===== src/rtl/cpu_int_seq_if.sv =====
// System-bus bundle driven by the interrupt sequencer while it owns the bus.
interface cpu_int_seq_if #(
  parameter int ADDR_N = 16,
  parameter int DATA_N = 8
);
  logic [ADDR_N-1:0] bus_addr;
  logic              bus_we;
  logic [DATA_N-1:0] bus_wdata;
  logic [DATA_N-1:0] bus_rdata;
  logic              bus_ready;

  modport master (output bus_addr, bus_we, bus_wdata, input bus_rdata, bus_ready);
  modport slave  (input bus_addr, bus_we, bus_wdata, output bus_rdata, bus_ready);
endinterface


===== src/rtl/cpu_int_seq.sv =====
// RESET/NMI/IRQ/BRK sequencer: arbitrates at instruction boundaries, pushes
// PC and P, fetches the vector, then loads the PC and sets the I flag.
module cpu_int_seq #(
  parameter int                       ADDR_N     = 16,
  parameter int                       DATA_N     = 8,
  parameter int                       IRQ_N      = 4,
  parameter logic [ADDR_N-DATA_N-1:0] STACK_PAGE = 8'h01,
  parameter logic [ADDR_N-1:0]        VEC_NMI    = 16'hFFFA,
  parameter logic [ADDR_N-1:0]        VEC_RST    = 16'hFFFC,
  parameter logic [ADDR_N-1:0]        VEC_IRQ    = 16'hFFFE
) (
  input  logic              clk,
  input  logic              reset,
  input  logic              nmi_n,
  input  logic [IRQ_N-1:0]  irq_n,
  input  logic [IRQ_N-1:0]  irq_mask,
  input  logic              i_flag,
  input  logic              ins_boundary,
  input  logic              brk,
  input  logic [ADDR_N-1:0] pc,
  input  logic [DATA_N-1:0] p,
  input  logic [DATA_N-1:0] sp,
  output logic              busy,
  cpu_int_seq_if.master     bus,
  output logic              sp_dec,
  output logic              pc_load,
  output logic [ADDR_N-1:0] pc_val,
  output logic              set_i,
  output logic              done,
  output logic [1:0]        src,
  output logic [2:0]        irq_id
);

  typedef enum logic [2:0] {IDLE, PUSH_H, PUSH_L, PUSH_P, VEC_L, VEC_H, LOAD} state_e;

  localparam logic [1:0] SRC_RST = 2'd0;
  localparam logic [1:0] SRC_NMI = 2'd1;
  localparam logic [1:0] SRC_IRQ = 2'd2;
  localparam logic [1:0] SRC_BRK = 2'd3;

  state_e            state_q, state_d;
  logic [1:0]        src_q;
  logic [2:0]        irq_id_q;
  logic              brk_q;
  logic [ADDR_N-1:0] pc_q;
  logic [DATA_N-1:0] p_q, sp_q, lo_q, hi_q;
  logic              nmi_prev_q, nmi_pend_q;

  logic [IRQ_N-1:0]  irq_act;
  logic              irq_pend;
  logic [2:0]        irq_sel;
  logic              entry, push_st, hijack, nmi_clr;
  logic [1:0]        src_eff;
  logic [ADDR_N-1:0] vec;
  logic [DATA_N-1:0] p_push;

  always_comb begin
    irq_act  = ~irq_n & irq_mask;
    irq_pend = (|irq_act) & ~i_flag;
    irq_sel  = '0;
    for (int i = IRQ_N - 1; i >= 0; i--) begin
      if (irq_act[i]) irq_sel = 3'(i);
    end
  end

  assign entry   = ins_boundary && (nmi_pend_q || irq_pend || brk);
  assign push_st = (state_q == PUSH_H) || (state_q == PUSH_L) || (state_q == PUSH_P);

  // A pending NMI takes over an IRQ/BRK sequence until its low vector byte is fetched.
  assign hijack  = nmi_pend_q && (src_q == SRC_IRQ || src_q == SRC_BRK) &&
                   (push_st || state_q == VEC_L);
  assign src_eff = hijack ? SRC_NMI : src_q;
  assign nmi_clr = (state_q == VEC_L) && bus.bus_ready && (src_eff == SRC_NMI);

  always_comb begin
    case (src_eff)
      SRC_RST: vec = VEC_RST;
      SRC_NMI: vec = VEC_NMI;
      default: vec = VEC_IRQ;
    endcase
  end

  always_comb begin
    p_push    = p_q | DATA_N'(8'h20);
    p_push[4] = brk_q;
  end

  always_ff @(posedge clk) begin
    state_q <= state_d;
  end

  always_comb begin
    state_d = state_q;
    case (state_q)
      IDLE:    if (entry) state_d = PUSH_H;
      PUSH_H:  if (bus.bus_ready) state_d = PUSH_L;
      PUSH_L:  if (bus.bus_ready) state_d = PUSH_P;
      PUSH_P:  if (bus.bus_ready) state_d = VEC_L;
      VEC_L:   if (bus.bus_ready) state_d = VEC_H;
      VEC_H:   if (bus.bus_ready) state_d = LOAD;
      LOAD:    state_d = IDLE;
      default: state_d = IDLE;
    endcase
    if (reset) state_d = PUSH_H;
  end

  always_ff @(posedge clk) begin
    if (reset) begin
      nmi_prev_q <= 1'b1;
      nmi_pend_q <= 1'b0;
    end else begin
      nmi_prev_q <= nmi_n;
      if (nmi_prev_q && !nmi_n) nmi_pend_q <= 1'b1;
      else if (nmi_clr)         nmi_pend_q <= 1'b0;
    end
  end

  always_ff @(posedge clk) begin
    if (reset) begin
      src_q    <= SRC_RST;
      irq_id_q <= '0;
      brk_q    <= 1'b0;
      sp_q     <= sp;
    end else if (state_q == IDLE) begin
      if (entry) begin
        src_q    <= nmi_pend_q ? SRC_NMI : (irq_pend ? SRC_IRQ : SRC_BRK);
        irq_id_q <= (!nmi_pend_q && irq_pend) ? irq_sel : 3'd0;
        brk_q    <= !nmi_pend_q && !irq_pend;
        pc_q     <= pc;
        p_q      <= p;
        sp_q     <= sp;
      end
    end else begin
      src_q <= src_eff;
      if (push_st && bus.bus_ready) sp_q <= sp_q - 1'b1;
      if (state_q == VEC_L && bus.bus_ready) lo_q <= bus.bus_rdata;
      if (state_q == VEC_H && bus.bus_ready) hi_q <= bus.bus_rdata;
    end
  end

  always_comb begin
    busy          = 1'b0;
    bus.bus_addr  = '0;
    bus.bus_we    = 1'b0;
    bus.bus_wdata = '0;
    sp_dec        = 1'b0;
    pc_load       = 1'b0;
    pc_val        = '0;
    set_i         = 1'b0;
    done          = 1'b0;
    src           = src_q;
    irq_id        = irq_id_q;
    case (state_q)
      PUSH_H, PUSH_L, PUSH_P: begin
        busy         = 1'b1;
        bus.bus_addr = {STACK_PAGE, sp_q};
        bus.bus_we   = (src_q != SRC_RST);
        sp_dec       = bus.bus_ready;
        if (state_q == PUSH_H)      bus.bus_wdata = pc_q[ADDR_N-1 -: DATA_N];
        else if (state_q == PUSH_L) bus.bus_wdata = pc_q[DATA_N-1:0];
        else                        bus.bus_wdata = p_push;
      end
      VEC_L: begin
        busy         = 1'b1;
        bus.bus_addr = vec;
      end
      VEC_H: begin
        busy         = 1'b1;
        bus.bus_addr = vec + ADDR_N'(1);
      end
      LOAD: begin
        busy    = 1'b1;
        pc_load = 1'b1;
        pc_val  = ADDR_N'({hi_q, lo_q});
        set_i   = 1'b1;
        done    = 1'b1;
      end
      default: ;
    endcase
    // Reset silences the bus at once, including a push already in flight.
    if (reset) begin
      busy          = 1'b0;
      bus.bus_addr  = '0;
      bus.bus_we    = 1'b0;
      bus.bus_wdata = '0;
      sp_dec        = 1'b0;
      pc_load       = 1'b0;
      pc_val        = '0;
      set_i         = 1'b0;
      done          = 1'b0;
      src           = SRC_RST;
      irq_id        = '0;
    end
  end

endmodule


===== src/flat_wrapper.sv =====
// flat-port wrapper written by rule: the top's interface ports become plain ports
module cpu_int_seq_flat 
#(
  parameter int                       ADDR_N     = 16,
  parameter int                       DATA_N     = 8,
  parameter int                       IRQ_N      = 4,
  parameter logic [ADDR_N-DATA_N-1:0] STACK_PAGE = 8'h01,
  parameter logic [ADDR_N-1:0]        VEC_NMI    = 16'hFFFA,
  parameter logic [ADDR_N-1:0]        VEC_RST    = 16'hFFFC,
  parameter logic [ADDR_N-1:0]        VEC_IRQ    = 16'hFFFE
)
  (clk, reset, nmi_n, irq_n, irq_mask, i_flag, ins_boundary, brk, pc, p, sp, busy, sp_dec, pc_load, pc_val, set_i, done, src, irq_id, bus_bus_addr, bus_bus_we, bus_bus_wdata, bus_bus_rdata, bus_bus_ready);
  cpu_int_seq_if #(.ADDR_N(ADDR_N), .DATA_N(DATA_N)) bus_i ();
  input  logic clk;
  input  logic reset;
  input  logic nmi_n;
  input  logic [IRQ_N-1:0] irq_n;
  input  logic [IRQ_N-1:0] irq_mask;
  input  logic i_flag;
  input  logic ins_boundary;
  input  logic brk;
  input  logic [ADDR_N-1:0] pc;
  input  logic [DATA_N-1:0] p;
  input  logic [DATA_N-1:0] sp;
  output logic busy;
  output logic sp_dec;
  output logic pc_load;
  output logic [ADDR_N-1:0] pc_val;
  output logic set_i;
  output logic done;
  output logic [1:0] src;
  output logic [2:0] irq_id;
  output wire logic [$bits(bus_i.bus_addr)-1:0] bus_bus_addr;
  output wire logic [$bits(bus_i.bus_we)-1:0] bus_bus_we;
  output wire logic [$bits(bus_i.bus_wdata)-1:0] bus_bus_wdata;
  input wire logic [$bits(bus_i.bus_rdata)-1:0] bus_bus_rdata;
  input wire logic [$bits(bus_i.bus_ready)-1:0] bus_bus_ready;
  assign bus_bus_addr = bus_i.bus_addr;
  assign bus_bus_we = bus_i.bus_we;
  assign bus_bus_wdata = bus_i.bus_wdata;
  assign bus_i.bus_rdata = bus_bus_rdata;
  assign bus_i.bus_ready = bus_bus_ready;
  cpu_int_seq #(.ADDR_N(ADDR_N), .DATA_N(DATA_N), .IRQ_N(IRQ_N), .STACK_PAGE(STACK_PAGE), .VEC_NMI(VEC_NMI), .VEC_RST(VEC_RST), .VEC_IRQ(VEC_IRQ)) u_core (.clk(clk), .reset(reset), .nmi_n(nmi_n), .irq_n(irq_n), .irq_mask(irq_mask), .i_flag(i_flag), .ins_boundary(ins_boundary), .brk(brk), .pc(pc), .p(p), .sp(sp), .busy(busy), .bus(bus_i), .sp_dec(sp_dec), .pc_load(pc_load), .pc_val(pc_val), .set_i(set_i), .done(done), .src(src), .irq_id(irq_id));
endmodule

===== config.mk =====
export PLATFORM = sky130hd
export DESIGN_NAME = cpu_int_seq_flat
export DESIGN_NICKNAME = d
export VERILOG_FILES = /design/src/rtl/cpu_int_seq_if.sv /design/src/rtl/cpu_int_seq.sv /design/src/flat_wrapper.sv
export SDC_FILE = /design/constraint.sdc
export NUM_CORES = 1
export LEC_CHECK = 0
export BUFFER_PORTS_ARGS = -buffer_cell sky130_fd_sc_hd__buf_4
export CORE_ASPECT_RATIO = 1.1
export CORE_MARGIN = 4
export CORE_UTILIZATION = 52
export DETAILED_ROUTE_END_ITERATION = 16
export PLACE_DENSITY = 0.85
export SLEW_MARGIN = 0
export SYNTH_ARGS = -nofsm -noshare
export SYNTH_HDL_FRONTEND = slang
export SYNTH_SLANG_ARGS = --single-unit

===== constraint.sdc =====
create_clock -name clk -period 4.2 [get_ports clk]
set_input_delay 0.21 -clock clk [delete_from_list [all_inputs] [get_ports clk]]
set_output_delay 0.21 -clock clk [all_outputs]
set_load 0.02 [all_outputs]

==> reports/summary.txt, run 1 <==
FMAX -> 364 MHz
Worst-margin pin slew -> 1.13 ns
Distinct cells, synth -> 42
CP endpoint kind -> output pin
Flop pwr share -> 0.559
P&R area growth vs syn -> 29.7%
CTS tree -> yes
Vias -> 2006
Crit path from -> u_core.state_q[1]
Commonest cells in the netlist -> edfxtp_1, nor2_1, nand2_1
Largest net degree at the start of global routing -> 24
Clock transition at path regs -> 0.09 ns
Cell area power density -> 335 nW/µm²
Total Routing Usage GR -> 0.181
Layout Nets -> 379
Clk sinks -> 56
Simple-gate share of the synthesized area -> 0.194
Tmin final -> 2.75 ns
RSZ-0062 raised after global routing -> false
Post-CTS setup buffer count -> 0
Core area -> 5000 µm²
Final ANT Viol Nets -> 0
Share of layout cells above drive strength 1 -> 0.361
Post-DR wirelength/cell -> 14.8 µm
Worst EP arrival -> 2.54 ns
Post-synthesis register bit count -> 56
CTS resizes -> 0
Combinational Power Share -> 0.195
Compound-gate portion of the synthesized area -> 0.103
Final hold slack -> 0.0731 ns
Async SR Flop Fraction -> 0
Final TNS setup -> 0 ns
Net Switching -> 0.316 mW
Width of the chip -> 76.7 µm
R2r setup slk -> 1.92 ns
Final slew viol count -> 0
Count leader, synth -> edfxtp_1
Ant diodes -> 0
Routability cong. -> 0.808
TritonCTS Buffers -> 5
Clock share of power -> 0.246
Worst R2R Path Depth -> 3
Max transition margin -> 0.239
Hold path depth -> 1
Critical path class -> reg2out
Synthesized-area fraction occupied by adder cells -> 0.00464
VDD IR-drop max -> 0.243 mV
Worst reg2reg path startpoint -> u_core.state_q[2]
XOR/XNOR Fraction of Synth Area -> 0.0195
Critical Path RT -> 3.99 ns
Crit path max fanout -> 13
Post-synthesis cell area -> 2700 µm²
Max cap viols -> 0
Lkg Pwr -> 1.46 nW
Status -> complete, no violations
Main synth FF type -> edfxtp_1
Syn Nets -> 290
Skew final -> 0.00951 ns
Input/output buffers -> 102
Hold WC Path Type -> in2reg
Share of the yosys chip area belonging to registers -> 0.587
Post-route clock period utilization -> 0.655
Final hold vios -> 0
Chip height -> 83.5 µm
H-tree Lvls -> 2
Worst R2R End -> u_core.pc_q[3]
IO Count -> 106
Vias per Instance -> 5.25
# hold bufs at CTS -> 0
Initial antenna violation count -> 0
Top-area cell type share of the netlist area -> 0.512
CP Capture Point -> bus_bus_wdata[3]
Worst-Skew Late Latency -> 0.31 ns
Starting Density -> 0.539
Proportion of synthesized area in mux cells -> 0.0381
DRT Pass-1 Iters -> 4
# rows -> 27
Number of global-route vias before repair -> 2007
Root buffer cell -> clkbuf_8
Die ar. -> 6400 µm²
Routed wire length -> 5640 µm
GR Overflow Total -> 0
Clk buf depth -> 2
Setup-failing EPs final -> 0
Yosys Warn Count -> 0
EDFF count, synth -> 46
Syn Inst Count -> 234
Final HPWL DP -> 4270 µm
Sw Ratio -> 0.269
CP Launch Type -> flip-flop
First-pass GRT wire length -> 9250 µm
Top cell type by total area after synthesis -> edfxtp_1
DRT iter0 DRCs -> 52
Largest family of logic cells by synthesized area -> simple AND/OR/NAND/NOR gates
Synth area leaders -> edfxtp_1, dfxtp_1, and2_1
Avg Inst Size Synth -> 11.5 µm²
Int Pwr -> 0.857 mW
DRC viols -> 0
## cells by family (layout without fill, tap and decap cells)
kind of cell	after synthesis	in the layout
AND/OR/NAND/NOR	96	96
flip-flops	56	56
AO/OA/AOI/OAI	41	41
buffers and inverters	23	113
multiplexers	10	10
XOR/XNOR	6	6
adder cells (fa/ha/maj)	1	1
other	1	1
## registers in the layout (all words and copies together), names as in the netlist
register and flops:
u_core.brk_q 1, u_core.pc_q 16, u_core.irq_id_q 2, u_core.lo_q 8, u_core.p_q 6, u_core.hi_q 8, u_core.nmi_prev_q 1, u_core.nmi_pend_q 1
u_core.sp_q 8, u_core.state_q 3, u_core.src_q 2
## placed cells by master, fill, tap and decap left out, drive strengths merged, types with 10 or more instances in the layout
cell / netlist / layout
dfxtp: 10 / 10
o21ai: 12 / 12
buf: 15 / 103
nand2: 18 / 18
and2: 17 / 17
edfxtp: 46 / 46
nor2: 21 / 21
## critical path: stages, from the launching register on
cell and delay (ns):
dfxtp_1 0.59, nor2b_2 0.26, nor2b_1 0.69, mux2i_1 0.18
a211oi_1 0.31, buf_4 0.19
## stage by stage
| step | worst slack [ns] | total power, mW | cell area [µm²] | util | cells |
|---|---|---|---|---|---|
| 2_1_floorplan | 1.84 | 0.804 | 2700 | - | 234 |
| 3_3_place_gp | 1.80 | 0.891 | 3410 | 0.682 | 374 |
| 3_5_place_dp | 1.72 | 0.898 | 3410 | 0.682 | 374 |
| 4_1_cts | 1.36 | 1.18 | 3500 | 0.700 | 382 |
| 5_1_grt | 1.21 | 1.24 | 3500 | 0.700 | 382 |
| 6_report | 1.45 | 1.17 | 3500 | 0.700 | 382 |
## final cells by class
class	count	area, µm²
inverters	2	7.51
well taps	58	72.6
clock inverters	2	16.3
fillers	368	1500
repair buffers	103	773
flip-flops and latches	56	1580
clock buffers	6	72.6
multi-input cells	155	975
## power groups by stage
stage               clock network, mW  registers (mW)  logic [mW]
finish                          0.288           0.656       0.229
global route                    0.328           0.660       0.249
CTS                             0.297           0.656       0.231
detailed placement                  0           0.668       0.230
global placement                    0           0.668       0.223
floorplan                           0           0.657       0.146
## how the worst min path moves through the flow
stage / endpoint / slack (ns) / from
finish: u_core.pc_q[4] / 0.07 / pc[4]
floorplan: u_core.hi_q[0] / 0.31 / bus_bus_rdata[0]
global route: u_core.p_q[7] / 0.05 / p[7]
detailed placement: u_core.p_q[0] / 0.39 / p[0]
global placement: u_core.p_q[1] / 0.39 / p[1]
CTS: u_core.pc_q[8] / 0.06 / pc[8]
## layer usage
layer | wire length [µm] | track usage | up-vias
li1 | - | - | 1000
met1 | 2200 | 0.204 | 928
met2 | 2950 | 0.329 | 70
met3 | 406 | 0.0508 | 8
met4 | 78 | 0.0544 | 0
met5 | 0 | 0 | -
(Power assumes the default switching activity.)
==> inputs of run 2 (changes only) <==
- CORE_UTILIZATION: 52 -> 48
- PLACE_DENSITY: 0.85 -> 0.79
- clock period: 4.2 -> 2.6 ns (I/O delays scaled with it)
==> reports/summary.txt, run 2 (synthesis gave the netlist of run 1 again) <==
Status -> complete, no violations
Routed wire length -> 6310 µm
Biggest register -> u_core.pc_q
R2r setup slk -> 0.72 ns
First-pass GRT wire length -> 10200 µm
Critical Path RT -> 2.47 ns
Core area -> 5430 µm²
DRC viols -> 0
Commonest non-fill, non-tap cells in the layout -> buf_4, edfxtp_1, dlygate4sd3_1
Worst EP arrival -> 2.10 ns
Skew final -> 0.0139 ns
Worst-margin pin slew -> 0.579 ns
CTS resizes -> 0
FMAX -> 448 MHz
Max transition margin -> 0.614
Setup-failing EPs final -> 0
Clk buf depth -> 2
Input/output buffers -> 102
Starting Density -> 0.497
Post-route clock period utilization -> 0.859
Crit path max fanout -> 13
Width of the chip -> 79.5 µm
Routability cong. -> 0.817
Fill cells -> 383
CP endpoint kind -> output pin
Fin util -> 0.711
Clock transition at path regs -> 0.10 ns
Crit path from -> u_core.state_q[1]
Layout Nets -> 414
# hold bufs at CTS -> 30
Vias per Instance -> 5.01
Final slew viol count -> 0
CP Launch Type -> flip-flop
CTS tree -> yes
Final HPWL DP -> 4230 µm
Clk sinks -> 56
GR Overflow Total -> 0
Largest register FFs -> 16
RSZ-0062 raised after global routing -> false
H-tree Lvls -> 2
Final TNS setup -> 0 ns
Worst R2R End -> u_core.pc_q[10]
Root buffer cell -> clkbuf_8
# rows -> 28
Chip height -> 86.6 µm
CP Capture Point -> bus_bus_wdata[5]
Ant diodes -> 0
Commonest non-fill, non-tap cell in the layout -> buf_4
Max cap viols -> 0
VDD IR-drop max -> 0.390 mV
Number of global-route vias before repair -> 2160
Worst-Skew Late Latency -> 0.31 ns
DRT iter0 DRCs -> 77
DRT Pass-1 Iters -> 4
Final ANT Viol Nets -> 0
P&R area growth vs syn -> 43.2%
Post-DR wirelength/cell -> 14.5 µm
Post-CTS setup buffer count -> 0
Final hold vios -> 0
TritonCTS Buffers -> 5
IO Count -> 106
Share of layout cells above drive strength 1 -> 0.343
Largest net degree at the start of global routing -> 24
Worst R2R Path Depth -> 4
Critical path class -> reg2out
Total Routing Usage GR -> 0.188
Worst reg2reg path startpoint -> u_core.state_q[2]
Cell area power density -> 506 nW/µm²
Hold WC Path Type -> in2reg
Lkg Pwr -> 1.62 nW
Initial antenna violation count -> 0
Tmin final -> 2.23 ns
Die ar. -> 6880 µm²
Vias -> 2175
run 2: worst max-delay path: stages (launching register included):
cell	delay, ns
dfxtp_1	0.59
nor2_1	0.19
or3_1	0.51
nor3_1	0.31
buf_4	0.19
run 2: layer usage:
metal | GRT usage | up-vias | routed length, µm
met4 | 0.0484 | 0 | 75
li1 | - | 1071 | -
met2 | 0.355 | 90 | 3420
met3 | 0.0447 | 6 | 431
met5 | 0 | - | 0
met1 | 0.211 | 1008 | 2380
run 2: worst min-delay path by stage:
| stage | start | to | slack [ns] | cells after the start |
|---|---|---|---|---|
| floorplan | bus_bus_rdata[0] | u_core.hi_q[0] | 0.23 | 0 |
| global placement | p[1] | u_core.p_q[1] | 0.31 | 1 |
| detailed placement | p[6] | u_core.p_q[6] | 0.31 | 1 |
| CTS | nmi_n | u_core.nmi_prev_q | 0.008 | 2 |
| global route | nmi_n | u_core.nmi_prev_q | 0.005 | 2 |
| finish | nmi_n | u_core.nmi_prev_q | 0.02 | 2 |
run 2: area by class of cell:
cell class | count | area, µm² | area share
clock buffers | 5 | 68.8 | 0.0178
clock inverters | 3 | 22.5 | 0.00583
inverters | 2 | 7.51 | 0.00194
multi-input cells | 155 | 975 | 0.253
flip-flops and latches | 56 | 1580 | 0.410
well taps | 75 | 93.8 | 0.0243
repair buffers | 138 | 1110 | 0.288
run 2: stage by stage:
stage	area (µm²)	setup slack, ns	cells	hold slack, ns	power (mW)
6_report	3860	0.368	434	0.0189	1.95
4_1_cts	3860	0.358	434	0.00777	1.96
3_3_place_gp	3470	0.714	396	0.308	1.45
5_1_grt	3860	0.201	434	0.00467	2.06
2_1_floorplan	2700	0.243	234	0.229	1.30
3_5_place_dp	3470	0.706	396	0.309	1.46
run 2: power by group:
part           internal, mW  total (mW)  switching (mW)
Clock                 0.194       0.478           0.284
Combinational         0.209       0.416           0.207
Sequential             1.02        1.06          0.0425
==> inputs of run 3 (changes only) <==
- REMOVE_ABC_BUFFERS: default -> 1
==> reports/summary.txt, run 3 (synthesis gave the netlist of run 1 again) <==
Ant diodes -> 0
CP Launch Type -> flip-flop
Met1 Track Usage GR -> 0.213
Vias per Instance -> 5.03
Root buffer cell -> clkbuf_8
Lkg Pwr -> 1.62 nW
Final slew viol count -> 0
# rows -> 28
FMAX -> 453 MHz
Initial antenna violation count -> 0
Die ar. -> 6880 µm²
Crit path max fanout -> 13
Critical Path RT -> 2.47 ns
Number of global-route vias before repair -> 2097
Largest register FFs -> 16
Post-route clock period utilization -> 0.849
M2 GR Usage -> 0.326
Critical path's top delay family -> simple AND/OR/NAND/NOR gates
Biggest register -> u_core.pc_q
Hold WC Path Type -> in2reg
Slowest-stage cell, CP -> dfxtp_1
IO Count -> 106
GR Overflow Total -> 0
Status -> complete, no violations
Final ANT Viol Nets -> 0
DRT Pass-1 Iters -> 4
Final TNS setup -> 0 ns
Starting Density -> 0.497
Total Routing Usage GR -> 0.180
Layout Nets -> 410
DRC viols -> 0
Core area -> 5430 µm²
Cell area power density -> 530 nW/µm²
Final hold slack -> 0.0154 ns
Commonest non-fill, non-tap cells in the layout -> buf_4, edfxtp_1, dlygate4sd3_1
Met3 usage -> 0.0416
CP bufs+invs -> 1
Cell Area, Placed -> 3470 µm²
Skew final -> 0.0138 ns
Worst reg2reg path startpoint -> u_core.state_q[2]
Worst EP arrival -> 2.08 ns
Total power -> 2.04 mW
Hold path depth -> 1
TritonCTS Buffers -> 5
Hold path start -> bus_bus_rdata[7]
Crit path cell chain -> nor2_1, or3_1, a211oi_1, buf_4
Final HPWL DP -> 4200 µm
VDD IR-drop max -> 0.448 mV
Clk buf depth -> 2
Tmin final -> 2.21 ns
Routed wire length -> 6190 µm
RSZ-0062 raised after global routing -> false
First-pass GRT wire length -> 9730 µm
Width of the chip -> 79.5 µm
Clk sinks -> 56
Clock transition at path regs -> 0.09 ns
Worst R2R Path Depth -> 4
Setup-failing EPs final -> 0
Max cap viols -> 0
CP endpoint kind -> output pin
CP Depth -> 4
Max transition margin -> 0.607
Worst-Skew Late Latency -> 0.31 ns
Gr busiest metal -> met2
Commonest non-fill, non-tap cell in the layout -> buf_4
Worst-margin pin slew -> 0.589 ns
Routability cong. -> 0.781
Critical path's largest stage delay -> 0.59 ns
Fin worst setup slack -> 0.394 ns
H-tree Lvls -> 2
Vias -> 2162
Input/output buffers -> 102
Final std cell area, no fill -> 3840 µm²
P&R area growth vs syn -> 42.6%
Pre-CTS setup slack -> 0.712 ns
Share of layout cells above drive strength 1 -> 0.346
Largest net degree at the start of global routing -> 24
Chip height -> 86.6 µm
CTS tree -> yes
Crit path from -> u_core.state_q[1]
DRT iter0 DRCs -> 41
Post-DR wirelength/cell -> 14.4 µm
Final hold vios -> 0
Critical path class -> reg2out
run 3: cell types whose count changed in the layout (fill, tap and decap cells not counted), sizes merged:
cell         before  now
bufinv            0    1
dlygate4sd3      30   26
inv               3    2
run 3: worst paths after layout:
kind,to,slack [ns]
hold / removal,u_core.lo_q[7],0.02
setup / recovery,bus_bus_wdata[7],0.39
hold reg to reg,u_core.nmi_pend_q,0.46
setup reg to reg,u_core.pc_q[0],0.71
run 3: what timing repair did:
| action | in CTS | in global routing |
|---|---|---|
| buffers inserted | 0 | 0 |
| hold buffers | 22 | 4 |
| hold endpoints to repair | 22 | 8 |
| resized for setup | 0 | 0 |
run 3: metrics by stage:
stage / cells / util
finish: 430 / 0.708
global route: 430 / 0.708
detailed placement: 396 / 0.639
CTS: 426 / 0.701
global placement: 396 / 0.639
floorplan: 213 / -
run 3: per-layer routing:
| layer | share of wire | up-vias |
|---|---|---|
| li1 | - | 1063 |
| met1 | 0.40 | 1019 |
| met2 | 0.53 | 70 |
| met3 | 0.055 | 10 |
| met4 | 0.014 | 0 |
| met5 | 0 | - |
run 3: final cells by class:
type	count	area [µm²]
inverter	2	7.51
clock buffer	5	68.8
tap	75	93.8
clock inverter	3	47.5
sequential	56	1580
fill	381	1590
timing repair buffer	134	1070
multi-input combinational	155	975
run 3: power by group:
part / internal (mW) / switching [mW] / total [mW]
logic: 0.205 / 0.205 / 0.409
registers: 1.02 / 0.0436 / 1.06
clock network: 0.290 / 0.276 / 0.566
